**config.mk**
```make
export PLATFORM = sky130hd
export DESIGN_NAME = img_port_scheduler
export DESIGN_NICKNAME = d
export VERILOG_FILES = /design/src/rtl/img_sched_pkg.sv /design/src/rtl/rr_arb2.sv /design/src/rtl/img_port_scheduler.sv
export SDC_FILE = /design/constraint.sdc
export NUM_CORES = 1
export LEC_CHECK = 0
export ABC_AREA = 1
export BUFFER_PORTS_ARGS = -buffer_cell sky130_fd_sc_hd__buf_2
export CAP_MARGIN = 25
export CORE_MARGIN = 2
export CORE_UTILIZATION = 35
export CTS_CLUSTER_DIAMETER = 120
export DETAILED_ROUTE_END_ITERATION = 8
export SLEW_MARGIN = 20
export SYNTH_ARGS = -nofsm -noshare
export SYNTH_HDL_FRONTEND = slang
export SYNTH_SLANG_ARGS = --single-unit
```
**constraint.sdc**
```tcl
create_clock -name clk -period 1.15 [get_ports clk]
set_input_delay 0.0575 -clock clk [delete_from_list [all_inputs] [get_ports clk]]
set_output_delay 0.0575 -clock clk [all_outputs]
set_load 0.02 [all_outputs]
```
**src/rtl/img_sched_pkg.sv**
```systemverilog
// Shared types for the image-buffer port scheduler: frame states, port-B requester ids,
// read-return tag layout and a saturating-counter helper.
`timescale 1ns/1ps
package img_sched_pkg;

    typedef enum logic [1:0] {
        IDLE = 2'd0,
        LOAD = 2'd1,
        PROC = 2'd2,
        SEND = 2'd3
    } sched_state_e;

    // Values double as the arbiter request/grant bit index.
    typedef enum logic {
        REQ_ENG = 1'b0,
        REQ_TX  = 1'b1
    } req_id_e;

    localparam int unsigned NPIX = 32'd16384;

    typedef struct packed {
        logic    valid;
        req_id_e id;
    } rd_tag_t;

    function automatic logic [15:0] sat_inc16(input logic [15:0] v);
        return (v == 16'hFFFF) ? v : v + 16'd1;
    endfunction

endpackage

```
**src/rtl/rr_arb2.sv**
```systemverilog
// Two-way round-robin arbiter for BRAM port B. Bit 0 is the engine, bit 1 the sender.
// The turn pointer only advances when both eligible requesters contend.
`timescale 1ns/1ps
module rr_arb2
    import img_sched_pkg::*;
(
    input  logic       clk,
    input  logic       rst_in,
    input  logic [1:0] req,
    input  logic [1:0] elig,
    output logic [1:0] gnt
);

    logic [1:0] act_s;
    req_id_e    ptr_r;

    // grant selection from the eligible requests and the turn pointer
    always_comb begin
        act_s = req & elig;
        gnt   = 2'b00;
        case (act_s)
            2'b01:   gnt = 2'b01;
            2'b10:   gnt = 2'b10;
            2'b11:   gnt = (ptr_r == REQ_ENG) ? 2'b01 : 2'b10;
            default: gnt = 2'b00;
        endcase
    end

    // hand the turn to the loser after a contested grant
    always_ff @(posedge clk or negedge rst_in) begin
        if (!rst_in) begin
            ptr_r <= REQ_ENG;
        end else if (act_s == 2'b11) begin
            ptr_r <= (ptr_r == REQ_ENG) ? REQ_TX : REQ_ENG;
        end else begin
            ptr_r <= ptr_r;
        end
    end

endmodule

```
**src/rtl/img_port_scheduler.sv**
```systemverilog
// Frame sequencer (LOAD -> PROC -> SEND) and port-B arbiter for the 128x128 image BRAM.
// Optional macro IMG_SCHED_STALL_CNT_EN adds saturating per-requester stall counters.
`timescale 1ns/1ps
module img_port_scheduler
    import img_sched_pkg::*;
#(
    parameter int ADDR_W = 14,
    parameter int DATA_W = 8,
    parameter int RD_LAT = 2
) (
    input  logic              clk,
    input  logic              rst_in,
    input  logic              start_i,
    output logic              busy_o,
    input  logic              rx_valid_i,
    input  logic [DATA_W-1:0] rx_data_i,
    output logic [ADDR_W-1:0] a_addr_o,
    output logic              a_we_o,
    output logic [DATA_W-1:0] a_din_o,
    output logic              eng_start_o,
    input  logic              eng_done_i,
    input  logic              eng_req_i,
    input  logic [ADDR_W-1:0] eng_addr_i,
    output logic              eng_gnt_o,
    output logic              eng_rvalid_o,
    output logic              tx_start_o,
    input  logic              tx_busy_i,
    input  logic              tx_req_i,
    input  logic [ADDR_W-1:0] tx_addr_i,
    output logic              tx_gnt_o,
    output logic              tx_rvalid_o,
`ifdef IMG_SCHED_STALL_CNT_EN
    output logic [15:0]       eng_stall_o,
    output logic [15:0]       tx_stall_o,
`endif
    output logic [ADDR_W-1:0] b_addr_o
);

    localparam logic [ADDR_W-1:0] LAST_ADDR = {ADDR_W{1'b1}};
    localparam logic [ADDR_W-1:0] ONE_ADDR  = {{(ADDR_W-1){1'b0}}, 1'b1};

    sched_state_e      state_r;
    logic [ADDR_W-1:0] cnt_r;
    logic              busy_seen_r;
    logic [1:0]        elig_s;
    logic [1:0]        req_s;
    logic [1:0]        gnt_s;
    logic [ADDR_W-1:0] b_addr_hold_r;
    rd_tag_t           tag_r [RD_LAT];

    assign busy_o = (state_r != IDLE);

    // frame sequencing, port-A write registers and the entry pulses
    always_ff @(posedge clk or negedge rst_in) begin
        if (!rst_in) begin
            state_r     <= IDLE;
            cnt_r       <= {ADDR_W{1'b0}};
            busy_seen_r <= 1'b0;
            a_we_o      <= 1'b0;
            a_addr_o    <= {ADDR_W{1'b0}};
            a_din_o     <= {DATA_W{1'b0}};
            eng_start_o <= 1'b0;
            tx_start_o  <= 1'b0;
        end else begin
            a_we_o      <= 1'b0;
            eng_start_o <= 1'b0;
            tx_start_o  <= 1'b0;
            case (state_r)
                IDLE: begin
                    if (start_i) begin
                        state_r <= LOAD;
                        cnt_r   <= {ADDR_W{1'b0}};
                    end else begin
                        state_r <= IDLE;
                    end
                end
                LOAD: begin
                    if (rx_valid_i) begin
                        a_we_o   <= 1'b1;
                        a_addr_o <= cnt_r;
                        a_din_o  <= rx_data_i;
                        cnt_r    <= cnt_r + ONE_ADDR;
                        if (cnt_r == LAST_ADDR) begin
                            state_r     <= PROC;
                            eng_start_o <= 1'b1;
                        end else begin
                            state_r <= LOAD;
                        end
                    end else begin
                        state_r <= LOAD;
                    end
                end
                PROC: begin
                    if (eng_done_i) begin
                        state_r     <= SEND;
                        tx_start_o  <= 1'b1;
                        busy_seen_r <= 1'b0;
                    end else begin
                        state_r <= PROC;
                    end
                end
                SEND: begin
                    // the sender must first report busy, then drop it, before the frame ends
                    if (!busy_seen_r) begin
                        busy_seen_r <= tx_busy_i;
                    end else if (!tx_busy_i) begin
                        state_r     <= IDLE;
                        busy_seen_r <= 1'b0;
                    end else begin
                        state_r <= SEND;
                    end
                end
                default: begin
                    state_r <= IDLE;
                end
            endcase
        end
    end

    // the sender may preview-read during PROC; the engine is confined to PROC
    always_comb begin
        elig_s[REQ_ENG] = (state_r == PROC);
        elig_s[REQ_TX]  = (state_r == PROC) || (state_r == SEND);
        req_s[REQ_ENG]  = eng_req_i;
        req_s[REQ_TX]   = tx_req_i;
    end

    rr_arb2 u_arb (
        .clk    (clk),
        .rst_in (rst_in),
        .req    (req_s),
        .elig   (elig_s),
        .gnt    (gnt_s)
    );

    assign eng_gnt_o = gnt_s[REQ_ENG];
    assign tx_gnt_o  = gnt_s[REQ_TX];

    // port-B address follows the winner and parks on the last issued address
    always_comb begin
        if (gnt_s[REQ_ENG]) begin
            b_addr_o = eng_addr_i;
        end else if (gnt_s[REQ_TX]) begin
            b_addr_o = tx_addr_i;
        end else begin
            b_addr_o = b_addr_hold_r;
        end
    end

    // remember the last port-B address
    always_ff @(posedge clk or negedge rst_in) begin
        if (!rst_in) begin
            b_addr_hold_r <= {ADDR_W{1'b0}};
        end else begin
            b_addr_hold_r <= b_addr_o;
        end
    end

    // read-return tag pipe; keeps draining after the state leaves PROC
    always_ff @(posedge clk or negedge rst_in) begin
        if (!rst_in) begin
            for (int i = 0; i < RD_LAT; i++) begin
                tag_r[i] <= '{valid: 1'b0, id: REQ_ENG};
            end
        end else begin
            tag_r[0] <= '{valid: |gnt_s, id: req_id_e'(gnt_s[REQ_TX])};
            for (int i = 1; i < RD_LAT; i++) begin
                tag_r[i] <= tag_r[i-1];
            end
        end
    end

    assign eng_rvalid_o = tag_r[RD_LAT-1].valid && (tag_r[RD_LAT-1].id == REQ_ENG);
    assign tx_rvalid_o  = tag_r[RD_LAT-1].valid && (tag_r[RD_LAT-1].id == REQ_TX);

`ifdef IMG_SCHED_STALL_CNT_EN
    // cycles each requester spent asking without being served
    always_ff @(posedge clk or negedge rst_in) begin
        if (!rst_in) begin
            eng_stall_o <= 16'd0;
            tx_stall_o  <= 16'd0;
        end else if (start_i && (state_r == IDLE)) begin
            eng_stall_o <= 16'd0;
            tx_stall_o  <= 16'd0;
        end else begin
            eng_stall_o <= (eng_req_i && !gnt_s[REQ_ENG]) ? sat_inc16(eng_stall_o) : eng_stall_o;
            tx_stall_o  <= (tx_req_i && !gnt_s[REQ_TX]) ? sat_inc16(tx_stall_o) : tx_stall_o;
        end
    end
`endif

endmodule

```
; ---- After elaboration in Yosys (flattened, before gate mapping)
; Index checks and enable logic that the tools add are counted.
; W data, S select, Z words.
[totals]
out_inout_bits = 44
input_bits = 44
elab_cells = 65
reg_bits = 61
[op_classes]
bitwise = 2
mux = 26
reduce_logical = 11
n_eq_ne = 11
n_addsub = 1
[ops]
columns = op, n
row1 = $mux W14, 4
row2 = $pmux W14 S2, 1
row3 = $add A14 B1 Y14 const B, 1
row4 = $eq A14 B14 Y1 const B, 1
row5 = $mux W1, 13
row6 = $mux W2, 5
row7 = $eq A2 B2 Y1 const B, 4
row8 = $ne A2 B2 Y1 const B, 4
row9 = $pmux W2 S4, 1
row10 = $pmux W2 S3, 1
row11 = $reduce_bool A2 Y1, 3
row12 = $eq A2 B1 Y1 const B, 2
row13 = $reduce_and A2 Y1, 2
row14 = $reduce_and A3 Y1, 1
row15 = $and A2 B2 Y2, 1
row16 = $logic_and A1 B1 Y1, 2
row17 = $logic_not A2 Y1, 1
row18 = $pmux W1 S2, 1
row19 = $reduce_or A2 Y1, 1
row20 = $logic_or A1 B1 Y1, 1
row21 = $not A1 Y1, 1

; ---- Depth between registers and ports, before layout
[depth]
depth_word = 7
mapped_depth = 9
depth_no_buf = 8

; ---- Hierarchy
; A second synthesis with hierarchy kept.
[hier_totals]
cells_unflattened = 335
hier_area_um2 = 2733.9
[modules_own_cells]
columns = module, area_each_um2, seq_area_each_um2, cells_per_inst, n_inst
row1 = img_port_scheduler, 2661.3, 1501.4, 323, 1
row2 = rr_arb2, 72.6, 25.0, 12, 1

; ---- Least setup slack after synthesis
; OpenSTA, ideal clock, no wires.
[synth_path]
kind = register to register
startpoint = register state_r[0]
endpoint = register b_addr_hold_r[0]
path_buffers = 0
slack_ns = -0.464
setup_ns = 0.186
t_required_ns = 0.964
path_stages_with_launch = 8
t_arrival_ns = 1.428
path_cell_list = dfrtp_1 > inv_2 > nand2_2 > nor2_4 > nand2_4 > nand2_4 > nor2_1 > o21ai_0
[synth_between]
elab_chain_cells = 7
elab_cells_between_ends = 10
cone_classes = 5 x eq/ne / 3 x mux / 1 x bitwise / 1 x reduce/logical
[synth_rtl]
columns = element, line
row1 = from (decl), img_port_scheduler.sv:42  ; sched_state_e state_r;
row2 = from (signal assigned), img_port_scheduler.sv:56  ; state_r <= IDLE;
row3 = from (signal assigned), img_port_scheduler.sv:71  ; state_r <= LOAD;
row4 = from (signal assigned), img_port_scheduler.sv:74  ; state_r <= IDLE;
row5 = $eq A2 B2 Y1 (on tied branches), "img_port_scheduler.sv:122, img_port_scheduler.sv:123"
row6 = $logic_or A1 B1 Y1, img_port_scheduler.sv:123  ; elig_s[REQ_TX] = (state_r == PROC) || (state_r == SEND);
row7 = $and A2 B2 Y2 *, rr_arb2.sv:19  ; act_s = req & elig;
row8 = $eq A2 B2 Y1 or $eq A2 B1 Y1 (tied branches), rr_arb2.sv:21  ; case (act_s)
row9 = $pmux W2 S3 *, rr_arb2.sv:21
row10 = $mux W14, img_port_scheduler.sv:143  ; end else if (gnt_s[REQ_TX]) begin
row11 = $mux W14 *, img_port_scheduler.sv:141  ; if (gnt_s[REQ_ENG]) begin
row12 = via b_addr_o[0], img_port_scheduler.sv:36  ; output logic [ADDR_W-1:0] b_addr_o
row13 = to (signal assigned), img_port_scheduler.sv:153  ; b_addr_hold_r <= {ADDR_W{1'b0}};
row14 = to (signal assigned), img_port_scheduler.sv:155  ; b_addr_hold_r <= b_addr_o;
row15 = to (decl), img_port_scheduler.sv:48  ; logic [ADDR_W-1:0] b_addr_hold_r;
; The timed path passes the listed nets; every way through them passes the cells marked *.
; A chain may end at the register's enable or synchronous reset.

; ---- Worst setup path in the final report
[layout_path]
startpoint = register state_r[0]
endpoint = output b_addr_o[2]
[layout_between]
elab_chain_cells = 7
elab_cells_between_ends = 10
cone_classes = 5 x eq/ne / 3 x mux / 1 x bitwise / 1 x reduce/logical
[layout_rtl]
columns = element, line
row1 = $eq A2 B2 Y1 (on tied branches), "img_port_scheduler.sv:122, img_port_scheduler.sv:123"
row2 = $logic_or A1 B1 Y1, img_port_scheduler.sv:123
row3 = $and A2 B2 Y2 *, rr_arb2.sv:19
row4 = $eq A2 B2 Y1 or $eq A2 B1 Y1 (tied branches), rr_arb2.sv:21
row5 = $pmux W2 S3 *, rr_arb2.sv:21
row6 = $mux W14, img_port_scheduler.sv:143
row7 = $mux W14 *, img_port_scheduler.sv:141
row8 = to (decl), img_port_scheduler.sv:36
; Mark *: on every way between the ends. The rest lies on a longest branch, timed or not.

==> impl_metrics.env <==
export IMPL_core_region_area_um2=7730
export IMPL_cp_slowest_cell="dfrtp_1"
export IMPL_cp_required_ns=1.09
export IMPL_path_max_fanout=9
export IMPL_root_buffer="clkbuf_8"
export IMPL_stdcell_area_um2=4740
export IMPL_timing_final_crit_period_ns=1.71
export IMPL_final_util_pct=61.3
export IMPL_reg2reg_slack_ns=-0.24
export IMPL_tightest_slew_ns=0.340
export IMPL_cts_tree="yes"
export IMPL_cts_buffers=9
export IMPL_synth_area_um2=2790
export IMPL_groute_usage_overall_pct=19.4
export IMPL_min_from="tx_busy_i"
export IMPL_first_pass_iters=4
export IMPL_num_vias=2814
export IMPL_p_leak_uw=0.00237
export IMPL_clk_latency_ns=0.34
export IMPL_yosysWarnings=0
export IMPL_maxClockFrequency_ghz=0.584
export IMPL_synth_top_area_share_pct=54.7
export IMPL_synthesis_nets=370
export IMPL_synth_edf_count=0
export IMPL_setup_ws_ns=-0.564
export IMPL_via_per_inst=4.63
export IMPL_rows=32
export IMPL_min_delay_worst_endpoint="busy_seen_r$_DFFE_PN0P_"
export IMPL_vdd_ir_drop_max_mv=1.54
export IMPL_arrival_ns=1.66
export IMPL_synthCells=325
export IMPL_crit_top_cell="buf_4"
export IMPL_crit_chain="inv_2, nand2_2, nor2_4, nand2_8, buf_4, o21ai_1, o21ai_2, buf_4"
export IMPL_cp_num_buf_inv=3
export IMPL_hold_path_class="input pin to flip-flop"
export IMPL_ys_seq_area_share_pct=54.7
export IMPL_drt_iter0_drc=120
export IMPL_gr_total_overflow=0
export IMPL_fin_crit_sh_pct=149
export IMPL_routed_wl_um=8080
export IMPL_layout_drive_gt1_share_pct=42.5
export IMPL_io_pins=88
export IMPL_reg2reg_depth=8
export IMPL_fillers=630
export IMPL_violations="negative setup slack"
export IMPL_slew_headroom_pct=77.3
export IMPL_crit_reg2reg_launch="state_r[1]$_DFFE_PN0P_"
export IMPL_yosys_most_used_dff="dfrtp_1"
export IMPL_route_detailed_drc=0
export IMPL_place_gp_congestion=0.897
export IMPL_cellPowerDensity_nw_per_um2=2170
export IMPL_clkSinkCount=61
export IMPL_ant_nets=0
export IMPL_clockBufferDepth=2
export IMPL_synthTopCellsByArea="dfrtp_1 55%, nand2_1 13%, o21ai_0 5.6%"
export IMPL_yosysMostFrequentCell="nand2_1"
export IMPL_die_area_um2=8710
export IMPL_pre_cts_slack_ns=-0.274
export IMPL_status="complete, but fails checks"
export IMPL_wire_per_inst_um=13.3
export IMPL_startpoint_type="flip-flop"
export IMPL_clock_skew_ns=0.00677
export IMPL_r2r_end="cnt_r[6]$_DFFE_PN0P_"
export IMPL_place_area_um2=3710
export IMPL_fin_nets=547
export IMPL_cpLargestDelayFamily="buffers and inverters"
export IMPL_endpoint_kind="output pin"
export IMPL_cap_violations=0
export IMPL_grt_pass1_wl_um=13000
export IMPL_clkTransAtPathRegs_ns=0.07
export IMPL_async_flop_share_pct=100
export IMPL_grt_pass1_vias=2869
export IMPL_start_util_pct=36.1
export IMPL_hold_depth=3
export IMPL_synth_seq_cells=61
export IMPL_synth_avg_cell_area_um2=8.59
export IMPL_dieWidth_um=93.3
export IMPL_synth_top_cell_by_area="dfrtp_1"
export IMPL_grt_start_max_net_pins=62
export IMPL_hold_violations=0
export IMPL_syn2layout_area_growth_pct=69.7
export IMPL_max_stage_delay_ns=0.39
export IMPL_setup_violations=72
export IMPL_n_antenna_cell=0
export IMPL_die_y_um=93.3
export IMPL_slew_viol_final=0
export IMPL_cts_htree_levels=3
export IMPL_crit_type="flip-flop to output pin"
export IMPL_hold_ws_ns=0.0301
export IMPL_hpwl_um=4920
export IMPL_rsz0062_at_grt="true"
export IMPL_antenna_found_initial=0
export IMPL_io_buffers=87
export IMPL_synth_common_cells="100 x nand2_1, 61 x dfrtp_1, 31 x o21ai_0"
export IMPL_yosysUniqueCellTypes=28
worst register-to-register path, stage by stage (launching register included):
cell     delay [ns]
dfrtp_1        0.41
buf_4          0.16
inv_6          0.07
nand3_4        0.12
buf_8          0.18
inv_6          0.07
nand3_2        0.08
o21ai_1        0.13
a21oi_1        0.06
kinds of logic (layout without fill, tap and decap cells):
group | count (synthesis) | count (layout) | synth area share, %
flip-flops | 61 | 61 | 54.7
buffers and inverters | 40 | 220 | 6.54
AND/OR/NAND/NOR | 172 | 173 | 27.8
adder cells (fa/ha/maj) | 1 | 1 | 0.448
AO/OA/AOI/OAI | 50 | 50 | 10.3
XOR/XNOR | 1 | 1 | 0.314
power by group:
group / total, µW / switching [µW] / leakage, µW / internal, µW
combinational: 5460 / 2890 / 0.00150 / 2570
clock: 1630 / 809 / 0.0000833 / 824
sequential: 3180 / 371 / 0.000782 / 2810
total: 10300 / 4070 / 0.00237 / 6210
what timing repair did:
action | CTS | global route
hold buffers | 39 | 0
gates cloned | 2 | 2
buffers inserted | 5 | 6
endpoints found under the setup margin | 72 | 72
hold endpoints to repair | 85 | 0
pin swaps | 4 | 8
gates resized for setup | 55 | 46
metal layers:
layer / track usage (%) / routed length [µm] / part of all wire (%)
met1: 23.2 / 3370 / 42
met4: 7.97 / 127 / 1.6
met2: 32.3 / 4080 / 50
met3: 6.20 / 501 / 6.2
met5: 0 / 0 / 0
stage by stage:
| step | TNS (ns) | power (µW) | std cells |
|---|---|---|---|
| after global placement | -8.15 | 7250 | 541 |
| after global routing | -21.19 | 10900 | 608 |
| final | -15.33 | 10300 | 608 |
| after floorplan | -4.82 | 5800 | 325 |
| after detailed placement | -8.85 | 7290 | 541 |
| after CTS | -16.14 | 9770 | 602 |
cells in the final DEF (no fill, tap or decap), drive strengths merged, types with 3 or more instances in the layout:
cell         synthesis  layout
nand4                6       6
nor3                 3       3
inv                 30      29
dfrtp               61      61
nor2                38      38
buf                  9     134
nand3               16      16
clkinv               0       3
a21oi                4       4
clkbuf               1      14
nand2              106     107
o21ai               45      45
dlygate4sd3          0      39
final cells by class:
cell class | instances | area (µm²) | share of cell area (%)
Clock inverter | 2 | 10.0 | 0.211
Timing Repair Buffer | 175 | 1390 | 29.3
Sequential cell | 61 | 1530 | 32.2
Multi-Input combinational cell | 225 | 1400 | 29.5
Tap cell | 102 | 128 | 2.69
Clock buffer | 13 | 149 | 3.14
Inverter | 30 | 138 | 2.90
how the worst max path moves through the flow:
stage | slack [ns] | from | to | cells after the start
5_1_grt | -0.67 | state_r[0]$_DFFE_PN0P_ | b_addr_o[13] | 8
3_3_place_gp | -0.23 | state_r[1]$_DFFE_PN0P_ | b_addr_o[3] | 7
3_5_place_dp | -0.27 | state_r[0]$_DFFE_PN0P_ | b_addr_o[3] | 8
6_report | -0.56 | state_r[0]$_DFFE_PN0P_ | b_addr_o[2] | 8
4_1_cts | -0.59 | state_r[0]$_DFFE_PN0P_ | b_addr_o[5] | 8
2_1_floorplan | -0.21 | state_r[0]$_DFFE_PN0P_ | b_addr_hold_r[10]$_DFF_PN0_ | 8
flip-flops by register name (all words and copies together), names as in the netlist, 2 cells and up:
signal,cells
state_r,2
cnt_r,14
b_addr_hold_r,14
a_addr_o,14
tag_r,4
a_din_o,8
(Power assumes the default switching activity.)
